### config.mk
export PLATFORM = sky130hd
export DESIGN_NAME = fir_ctrl_seq
export DESIGN_NICKNAME = d
export VERILOG_FILES = /design/src/rtl/fir_ctrl_seq.sv
export SDC_FILE = /design/constraint.sdc
export NUM_CORES = 1
export LEC_CHECK = 0
export ABC_CLOCK_PERIOD_IN_PS = 4400
export BUFFER_PORTS_ARGS = -buffer_cell sky130_fd_sc_hd__buf_2
export CAP_MARGIN = 20
export CORE_ASPECT_RATIO = 1.5
export CORE_UTILIZATION = 55
export CTS_CLUSTER_DIAMETER = 30
export DETAILED_ROUTE_END_ITERATION = 10
export GPL_TIMING_DRIVEN = 0
export PLACE_DENSITY = 0.86
export SLEW_MARGIN = 20
export SYNTH_ARGS = -nofsm -noshare
export SYNTH_HDL_FRONTEND = slang
export SYNTH_SLANG_ARGS = --single-unit
### constraint.sdc
create_clock -name clk -period 4.4 [get_ports clk]
set_clock_uncertainty 0.05 [all_clocks]
set_input_delay 0.88 -clock clk [delete_from_list [all_inputs] [get_ports clk]]
set_output_delay 0.88 -clock clk [all_outputs]
set_load 0.02 [all_outputs]
### src/rtl/fir_ctrl_seq.sv
// fir_ctrl_seq - control sequencer for the multi-channel FIR datapath.
//
// Runs a programmable number of taps per output and a programmable number of
// samples per channel, time-multiplexing CHANNELS channels. Each output takes
// SHIFT + cfg_taps MAC cycles + STORE + OUT (cfg_taps+3 cycles with y_ready
// held high). One-shot runs end with a done pulse; continuous runs wrap the
// sample index and run until abort.
//
// Optional feature macro: FIR_CTRL_STALL_CNT_EN
//   defined     : stall_cnt counts OUT cycles with y_ready low (saturating)
//   not defined : stall_cnt tied to 0
//
// Ports:
//   clk, rst           clock, asynchronous active-high reset
//   start, abort       run control (start sampled in IDLE only, abort wins)
//   cfg_taps           tap count 1..TAPS_MAX (latched at start accept)
//   cfg_samples        samples per channel 1..SAMPLES_MAX (latched)
//   cfg_continuous     wrap sample index and run until abort (latched)
//   busy, mux_sel      state != IDLE
//   done, err_cfg      1-cycle pulses: normal completion / rejected start
//   shift_en, acc_clr, acc_en, acc_store   datapath strobes
//   tap_idx, ch_idx, sample_idx            datapath indices
//   y_valid, y_ready   output register handshake
//   stall_cnt          backpressure cycle count (see macro above)
//
// state  | meaning
// -------+------------------------------------------------------------
// IDLE   | waiting for start, indices at 0
// INIT   | clear accumulator and indices, latch of cfg already done
// SHIFT  | push new sample of ch_idx into shift register, clear acc
// MAC    | accumulate tap tap_idx, cfg_taps cycles
// STORE  | latch accumulator into output register
// OUT    | y_valid high until y_ready, then advance channel/sample
// FINISH | done pulse

module fir_ctrl_seq #(
  parameter int TAPS_MAX    = 64,
  parameter int SAMPLES_MAX = 1024,
  parameter int CHANNELS    = 2,
  localparam int TAP_W      = $clog2(TAPS_MAX),
  localparam int SMP_W      = $clog2(SAMPLES_MAX),
  localparam int CH_W       = (CHANNELS > 1) ? $clog2(CHANNELS) : 1
) (
  input  logic             clk,
  input  logic             rst,
  input  logic             start,
  input  logic             abort,
  input  logic [TAP_W:0]   cfg_taps,
  input  logic [SMP_W:0]   cfg_samples,
  input  logic             cfg_continuous,
  output logic             busy,
  output logic             done,
  output logic             err_cfg,
  output logic             mux_sel,
  output logic             shift_en,
  output logic             acc_clr,
  output logic             acc_en,
  output logic             acc_store,
  output logic [TAP_W-1:0] tap_idx,
  output logic [CH_W-1:0]  ch_idx,
  output logic [SMP_W-1:0] sample_idx,
  output logic             y_valid,
  input  logic             y_ready,
  output logic [15:0]      stall_cnt
);

  localparam logic [TAP_W:0]   TAPS_MAX_V = (TAP_W+1)'(TAPS_MAX);
  localparam logic [SMP_W:0]   SMP_MAX_V  = (SMP_W+1)'(SAMPLES_MAX);
  localparam logic [TAP_W:0]   TAP_ONE    = (TAP_W+1)'(1);
  localparam logic [SMP_W:0]   SMP_ONE    = (SMP_W+1)'(1);
  localparam logic [CH_W-1:0]  CH_LAST    = CH_W'(CHANNELS - 1);

  typedef enum logic [2:0] {
    S_IDLE,
    S_INIT,
    S_SHIFT,
    S_MAC,
    S_STORE,
    S_OUT,
    S_FINISH
  } state_t;

  state_t state, state_next;

  logic [TAP_W:0] taps_q;
  logic [SMP_W:0] samples_q;
  logic           cont_q;
  logic           err_q;

  logic cfg_ok;
  logic start_ok;
  logic kill;
  logic tap_last;
  logic ch_last;
  logic smp_last;
  logic hs;

  assign cfg_ok = (cfg_taps != '0) && (cfg_taps <= TAPS_MAX_V) &&
                  (cfg_samples != '0) && (cfg_samples <= SMP_MAX_V);
  assign start_ok = (state == S_IDLE) && start && cfg_ok;
  // abort has no effect in IDLE; everywhere else it overrides all other transitions
  assign kill     = abort && (state != S_IDLE);

  assign tap_last = ({1'b0, tap_idx} == (taps_q - TAP_ONE));
  assign ch_last  = (ch_idx == CH_LAST);
  assign smp_last = ({1'b0, sample_idx} == (samples_q - SMP_ONE));
  assign hs       = (state == S_OUT) && y_ready;

  always_ff @(posedge clk or posedge rst) begin
    if (rst) begin
      state <= S_IDLE;
    end else begin
      state <= state_next;
    end
  end

  always_comb begin
    state_next = state;
    shift_en   = 1'b0;
    acc_clr    = 1'b0;
    acc_en     = 1'b0;
    acc_store  = 1'b0;
    y_valid    = 1'b0;
    done       = 1'b0;
    case (state)
      S_IDLE: begin
        if (start_ok) state_next = S_INIT;
      end
      S_INIT: begin
        acc_clr    = 1'b1;
        state_next = S_SHIFT;
      end
      S_SHIFT: begin
        shift_en   = 1'b1;
        acc_clr    = 1'b1;
        state_next = S_MAC;
      end
      S_MAC: begin
        acc_en = 1'b1;
        if (tap_last) state_next = S_STORE;
      end
      S_STORE: begin
        acc_store  = 1'b1;
        state_next = S_OUT;
      end
      S_OUT: begin
        y_valid = 1'b1;
        if (y_ready) begin
          if (ch_last && smp_last && !cont_q) state_next = S_FINISH;
          else                                 state_next = S_SHIFT;
        end
      end
      S_FINISH: begin
        done       = 1'b1;
        state_next = S_IDLE;
      end
      default: state_next = S_IDLE;
    endcase
    if (kill) state_next = S_IDLE;
  end

  assign busy    = (state != S_IDLE);
  assign mux_sel = busy;
  assign err_cfg = err_q;

  always_ff @(posedge clk or posedge rst) begin
    if (rst) begin
      err_q <= 1'b0;
    end else begin
      err_q <= (state == S_IDLE) && start && !cfg_ok;
    end
  end

  always_ff @(posedge clk or posedge rst) begin
    if (rst) begin
      taps_q     <= '0;
      samples_q  <= '0;
      cont_q     <= 1'b0;
      tap_idx    <= '0;
      ch_idx     <= '0;
      sample_idx <= '0;
    end else if (kill) begin
      tap_idx    <= '0;
      ch_idx     <= '0;
      sample_idx <= '0;
    end else begin
      if (start_ok) begin
        taps_q    <= cfg_taps;
        samples_q <= cfg_samples;
        cont_q    <= cfg_continuous;
      end
      if (state == S_INIT) begin
        tap_idx    <= '0;
        ch_idx     <= '0;
        sample_idx <= '0;
      end
      if (state == S_MAC) begin
        tap_idx <= tap_last ? '0 : tap_idx + TAP_W'(1);
      end
      if (hs) begin
        if (ch_last) begin
          ch_idx <= '0;
          // the final handshake of a one-shot run also wraps, leaving IDLE at 0
          sample_idx <= smp_last ? '0 : sample_idx + SMP_W'(1);
        end else begin
          ch_idx <= ch_idx + CH_W'(1);
        end
      end
    end
  end

`ifdef FIR_CTRL_STALL_CNT_EN
  logic [15:0] stall_q;

  always_ff @(posedge clk or posedge rst) begin
    if (rst) begin
      stall_q <= '0;
    end else if (state == S_INIT) begin
      stall_q <= '0;
    end else if ((state == S_OUT) && !y_ready && (stall_q != 16'hFFFF)) begin
      stall_q <= stall_q + 16'd1;
    end
  end

  assign stall_cnt = stall_q;
`else
  assign stall_cnt = 16'd0;
`endif

endmodule

* Yosys cells after proc, flatten, opt, wreduce, memory -nomap -nowiden *
Index checks and enable logic that the tools add are counted.

storage, ports and cells
  register bits after elaboration = 40
  logic and storage cells = 73

cells by class
  bitwise gates (word level) = 1
  multiplexer cells = 25
  eq/ne operators = 11
  reductions and logical operators = 21
  order comparisons = 2
  add/sub/neg operators = 5

operators with widths
  operator                 number
  $mux W10                 5
  $mux W6                  4
  $pmux W3 S6              1
  $mux W3                  5
  $eq A10 B11 Y1           1
  $le A11 B11 Y1 const B   1
  $reduce_bool A11 Y1      1
  $sub A11 B1 Y11 const B  1
  $add A10 B1 Y10 const B  1
  $logic_and A1 B1 Y1      10
  $mux W1                  10
  $eq A3 B3 Y1 const B     3
  $ne A3 B3 Y1 const B     3
  $reduce_bool A3 Y1       3
  $eq A6 B7 Y1             1
  $le A7 B7 Y1 const B     1
  $reduce_bool A7 Y1       1
  $sub A7 B1 Y7 const B    1
  $add A6 B1 Y6 const B    1
  $eq A3 B2 Y1 const B     2
  $eq A3 B1 Y1 const B     1
  $logic_not A3 Y1         1
  $reduce_and A3 Y1        1
  $logic_not A1 Y1         2
  4 further kinds          4

* Logic depth before layout (Yosys ltp) *
  depth after elaboration = 8
  gate-level depth with buffers = 11
  depth with buffers taken out = 9

* Worst setup path before layout *
OpenSTA, ideal clock, no wires.

  kind = input to register
  start point = in cfg_taps[3]
  end point = reg cont_q
  path slack = 1.867 ns
  arrival time = 2.358 ns
  stages on the path = 6
  library setup time = 0.125 ns
  required time = 4.225 ns
  cell sequence = nor4_1 > nand2_1 > xnor2_1 > nor3_2 > buf_2 > mux2_2

between the ends
  cells in the longest elaborated chain, start to end = 6
  elaborated cells on any way between the ends = 7
  those cells by class = 1 x order compare; 6 x reduce/logical

RTL lines
  what                                                line  source
  start, declared                                     48    input logic [TAP_W:0] cfg_taps,
  $le A7 B7 Y1 or $reduce_bool A7 Y1 (tied branches)  98    assign cfg_ok = (cfg_taps != '0) && (cfg_taps <= TAPS_MAX_V) &&
  $logic_and A1 B1 Y1 (*) (2 in series)               98
  $logic_and A1 B1 Y1 (*)                             99    (cfg_samples != '0) && (cfg_samples <= SMP_MAX_V);
  $logic_and A1 B1 Y1 (*)                             100   assign start_ok = (state == S_IDLE) && start && cfg_ok;
  $reduce_and A2 Y1 (no source line) (*)              n/a
  end signal, assigned                                190   cont_q <= cfg_continuous;
  end, declared                                       87    logic cont_q;

Mark *: on every way between the ends. The rest lies on a longest branch, timed or not.
A chain may end at the register's enable or synchronous reset.

* Final worst setup path *
  start point = in cfg_samples[5]
  end point = reg samples_q[5]

between the ends
  cells in the longest elaborated chain, start to end = 5
  elaborated cells on any way between the ends = 6
  those cells by class = 1 x order compare; 5 x reduce/logical

RTL lines
  what                                                    line  source
  start, declared                                         49    input logic [SMP_W:0] cfg_samples,
  branches (longest 5 deep; another with $le A11 B11 Y1)  n/a
  end signal, assigned                                    189   samples_q <= cfg_samples;
  end, declared                                           86    logic [SMP_W:0] samples_q;

Parallel ways; which one is timed is not known.

==> results.sh <==
export IMPL_outcome="complete, no violations"
export IMPL_crit_arrival_ns=2.88
export IMPL_cts_made_buffers=5
export IMPL_required_ns=4.53
export IMPL_async_flop_share=1.00
export IMPL_cts_root_buffer="clkbuf_8"
export IMPL_initial_utilization=0.587
export IMPL_swShare=0.407
export IMPL_slowest_stage="nor3_2"
export IMPL_slowest_delay_ns=0.47
export IMPL_hold_path_class="primary input to asynchronous set/reset pin"
export IMPL_final_common_cell="buf_2"
export IMPL_hpwl_mm=4.58
export IMPL_io_pins=66
export IMPL_grt_usage=0.243
export IMPL_path_clk_slew_ns=0.08
export IMPL_pwr_share_comb=0.451
export IMPL_routed_wl_mm=5.97
export IMPL_grt_max_degree=27
export IMPL_min_period_over_period=0.624
export IMPL_peakVddDrop_mv=0.441
export IMPL_leakage_nw=1.53
export IMPL_num_vias=2368
export IMPL_regToRegEndpoint="tap_idx[2]"
export IMPL_final_util=0.698
export IMPL_die_w_um=59.3
export IMPL_path_cells="buf_2 > nor4_1 > nand3_1 > xnor2_1 > nor3_2 > buf_2 > mux2_2"
export IMPL_antenna_left=0
export IMPL_path_class="primary input to flip-flop"
export IMPL_die_h_um=88.0
export IMPL_final_cell_mix="buf_2, dfrtp_1, nand2_1"
export IMPL_wl_per_cell_um=13.7
export IMPL_maxCapViolCount=0
export IMPL_die_area_sq_um=5220
export IMPL_switching_power_w=0.000669
export IMPL_regToRegStartpoint="taps_q[0]"
export IMPL_relSlewSlack=0.443
export IMPL_min_period_ns=2.74
export IMPL_clock_path_buffers=2
export IMPL_path_max_fanout=10
export IMPL_htreeDepth=2
export IMPL_hold_viol=0
export IMPL_final_nets=400
export IMPL_reg2reg_depth=10
export IMPL_rsz0062_at_grt="no"
export IMPL_pwr_share_clk=0.181
export IMPL_intPower_w=0.000976
export IMPL_power_density_nw_per_um2=511
export IMPL_cts_tree="built"
export IMPL_crit_path_start_kind="primary input"
export IMPL_yosysTopAreaCell="dfrtp_1"
export IMPL_synth_seq_area_share=0.369
export IMPL_grt_pass1_vias=2175
export IMPL_ctsHoldBuffers=0
export IMPL_syn_inst=300
export IMPL_crit_top_cell="buf_2"
export IMPL_place_congestion=0.793
export IMPL_core_area_sq_um=4620
export IMPL_firstDrtPassIters=4
export IMPL_cp_top_family="simple AND/OR/NAND/NOR gates"
export IMPL_ys_types=53
export IMPL_synth_top_area_frac=0.369
export IMPL_clkLatencyLatePin_ns=0.30
export IMPL_setup_tns_ns=0
export IMPL_worst_slew_pin_slew_ns=0.835
export IMPL_rows=30
export IMPL_synth_edf_count=0
export IMPL_grt_antenna_before_repair=0
export IMPL_finalSetupViolations=0
export IMPL_yosysWarnings=0
export IMPL_clock_sinks=40
export IMPL_fmaxAchievable_ghz=0.364
export IMPL_synthTopCellsByArea="dfrtp_1, mux2_2, buf_4"
export IMPL_viasPerCell=5.42
export IMPL_antenna_cells=0
export IMPL_gr_total_overflow=0
export IMPL_r2r_slack_ns=1.80
export IMPL_drive_gt1_frac=0.295
export IMPL_ys_ff_latch=40
export IMPL_power_frac_seq=0.368
export IMPL_worst_setup_path_end_kind="flip-flop"
export IMPL_numPortBuffers=49
export IMPL_synth_flop_cell="dfrtp_1"
export IMPL_cts_setup_buffers=0
export IMPL_drc=0
export IMPL_drt_iter0_drc=117
export IMPL_cp_buffers_inverters=2
export IMPL_area_growth_pct=18.8
export IMPL_syn_avg_cell_area_sq_um=9.04
export IMPL_cts_resized=0
export IMPL_maxSlewViolCount=0
export IMPL_grt_pass1_wl_mm=9.69
export IMPL_syn_cell_area_sq_um=2710
-- state kept, by name, summed over array words and instances, names as in the netlist --
signal / flops
cont_q: 1
tap_idx: 6
ch_idx: 1
samples_q: 11
taps_q: 7
state: 3
sample_idx: 10
err_cfg: 1
-- routing by layer --
| layer | vias to the layer above | global-route usage | share of wire |
|---|---|---|---|
| met2 | 63 | 0.420 | 0.54 |
| met4 | 0 | 0.0996 | 0.022 |
| met1 | 1127 | 0.295 | 0.40 |
| li1 | 1165 | - | - |
| met3 | 13 | 0.0384 | 0.036 |
| met5 | - | 0 | 0 |
-- cell families after synthesis --
kind of cell | synth area share
XOR/XNOR | 0.0743
AO/OA/AOI/OAI | 0.141
adder cells (fa/ha/maj) | 0.0185
AND/OR/NAND/NOR | 0.225
multiplexers | 0.0771
flip-flops | 0.369
buffers and inverters | 0.0937
other | 0.00138
-- worst reg2reg max path: cells and delay by family, from the launching register on --
family          cells  cell delay, ns
flops               1            0.41
simple gates        3            0.83
buf+inv             2            0.26
fa+ha+maj           1            0.19
compound gates      3            0.44
mux                 1            0.37
-- through the flow --
| step | hold slack, ns | std cells | power (W) | instance area [sq um] | worst slack (ns) |
|---|---|---|---|---|---|
| floorplan | 0.431 | 315 | 0.00117 | 2770 | 1.87 |
| global placement | 0.478 | 428 | 0.00131 | 3090 | 1.36 |
| detailed placement | 0.493 | 429 | 0.00135 | 3110 | 1.34 |
| CTS | 0.496 | 437 | 0.00165 | 3220 | 1.64 |
| global route | 0.512 | 437 | 0.00175 | 3220 | 1.49 |
| finish | 0.494 | 437 | 0.00164 | 3220 | 1.66 |
-- worst max-delay path by stage --
stage,start,endpoint,slack [ns],cells past startpoint
5_1_grt,cfg_samples[5],samples_q[8],1.49,7
4_1_cts,cfg_samples[5],samples_q[5],1.64,7
6_report,cfg_samples[5],samples_q[5],1.66,7
3_3_place_gp,cfg_samples[5],samples_q[4],1.36,7
3_5_place_dp,cfg_samples[5],cont_q,1.34,7
2_1_floorplan,cfg_taps[3],cont_q,1.87,6
-- synth_stat cells, types with 2 or more instances --
| cell type | count |
|---|---|
| clkbuf_1 | 6 |
| nor3_1 | 9 |
| ha_1 | 4 |
| nor4_1 | 4 |
| nand3_1 | 21 |
| nor2_1 | 18 |
| dfrtp_1 | 40 |
| nor3b_1 | 4 |
| nor2b_1 | 5 |
| a21o_1 | 2 |
| buf_4 | 18 |
| nand4_1 | 5 |
| o21ba_2 | 2 |
| xnor2_1 | 15 |
| o21ai_0 | 17 |
| and3_1 | 3 |
| mux2i_1 | 4 |
| inv_1 | 14 |
| xor2_1 | 8 |
| or2_2 | 2 |
| nand2_1 | 35 |
| a21oi_1 | 13 |
| or3_1 | 4 |
| clkbuf_8 | 2 |
| o21a_1 | 2 |
| a211o_1 | 2 |
| mux2_2 | 15 |
-- area by class of cell --
| cell class | instances | area (sq um) |
|---|---|---|
| timing repair buffer | 50 | 265 |
| sequential | 40 | 1000 |
| buffer | 28 | 201 |
| clock buffer | 6 | 72.6 |
| multi-input combinational | 233 | 1510 |
| fill | 381 | 1400 |
| clock inverter | 2 | 35.0 |
| inverter | 14 | 52.6 |
| tap | 64 | 80.1 |
-- power by group through the flow --
stage,Clock [W],Combinational (W),Sequential (W)
2_1_floorplan,0,0.000587,0.000583
3_3_place_gp,0,0.000707,0.000606
3_5_place_dp,0,0.000739,0.000612
4_1_cts,0.000302,0.000745,0.000604
5_1_grt,0.000316,0.000818,0.000618
6_report,0.000297,0.000742,0.000605
Note: power is estimated with default switching activity, not from simulation.
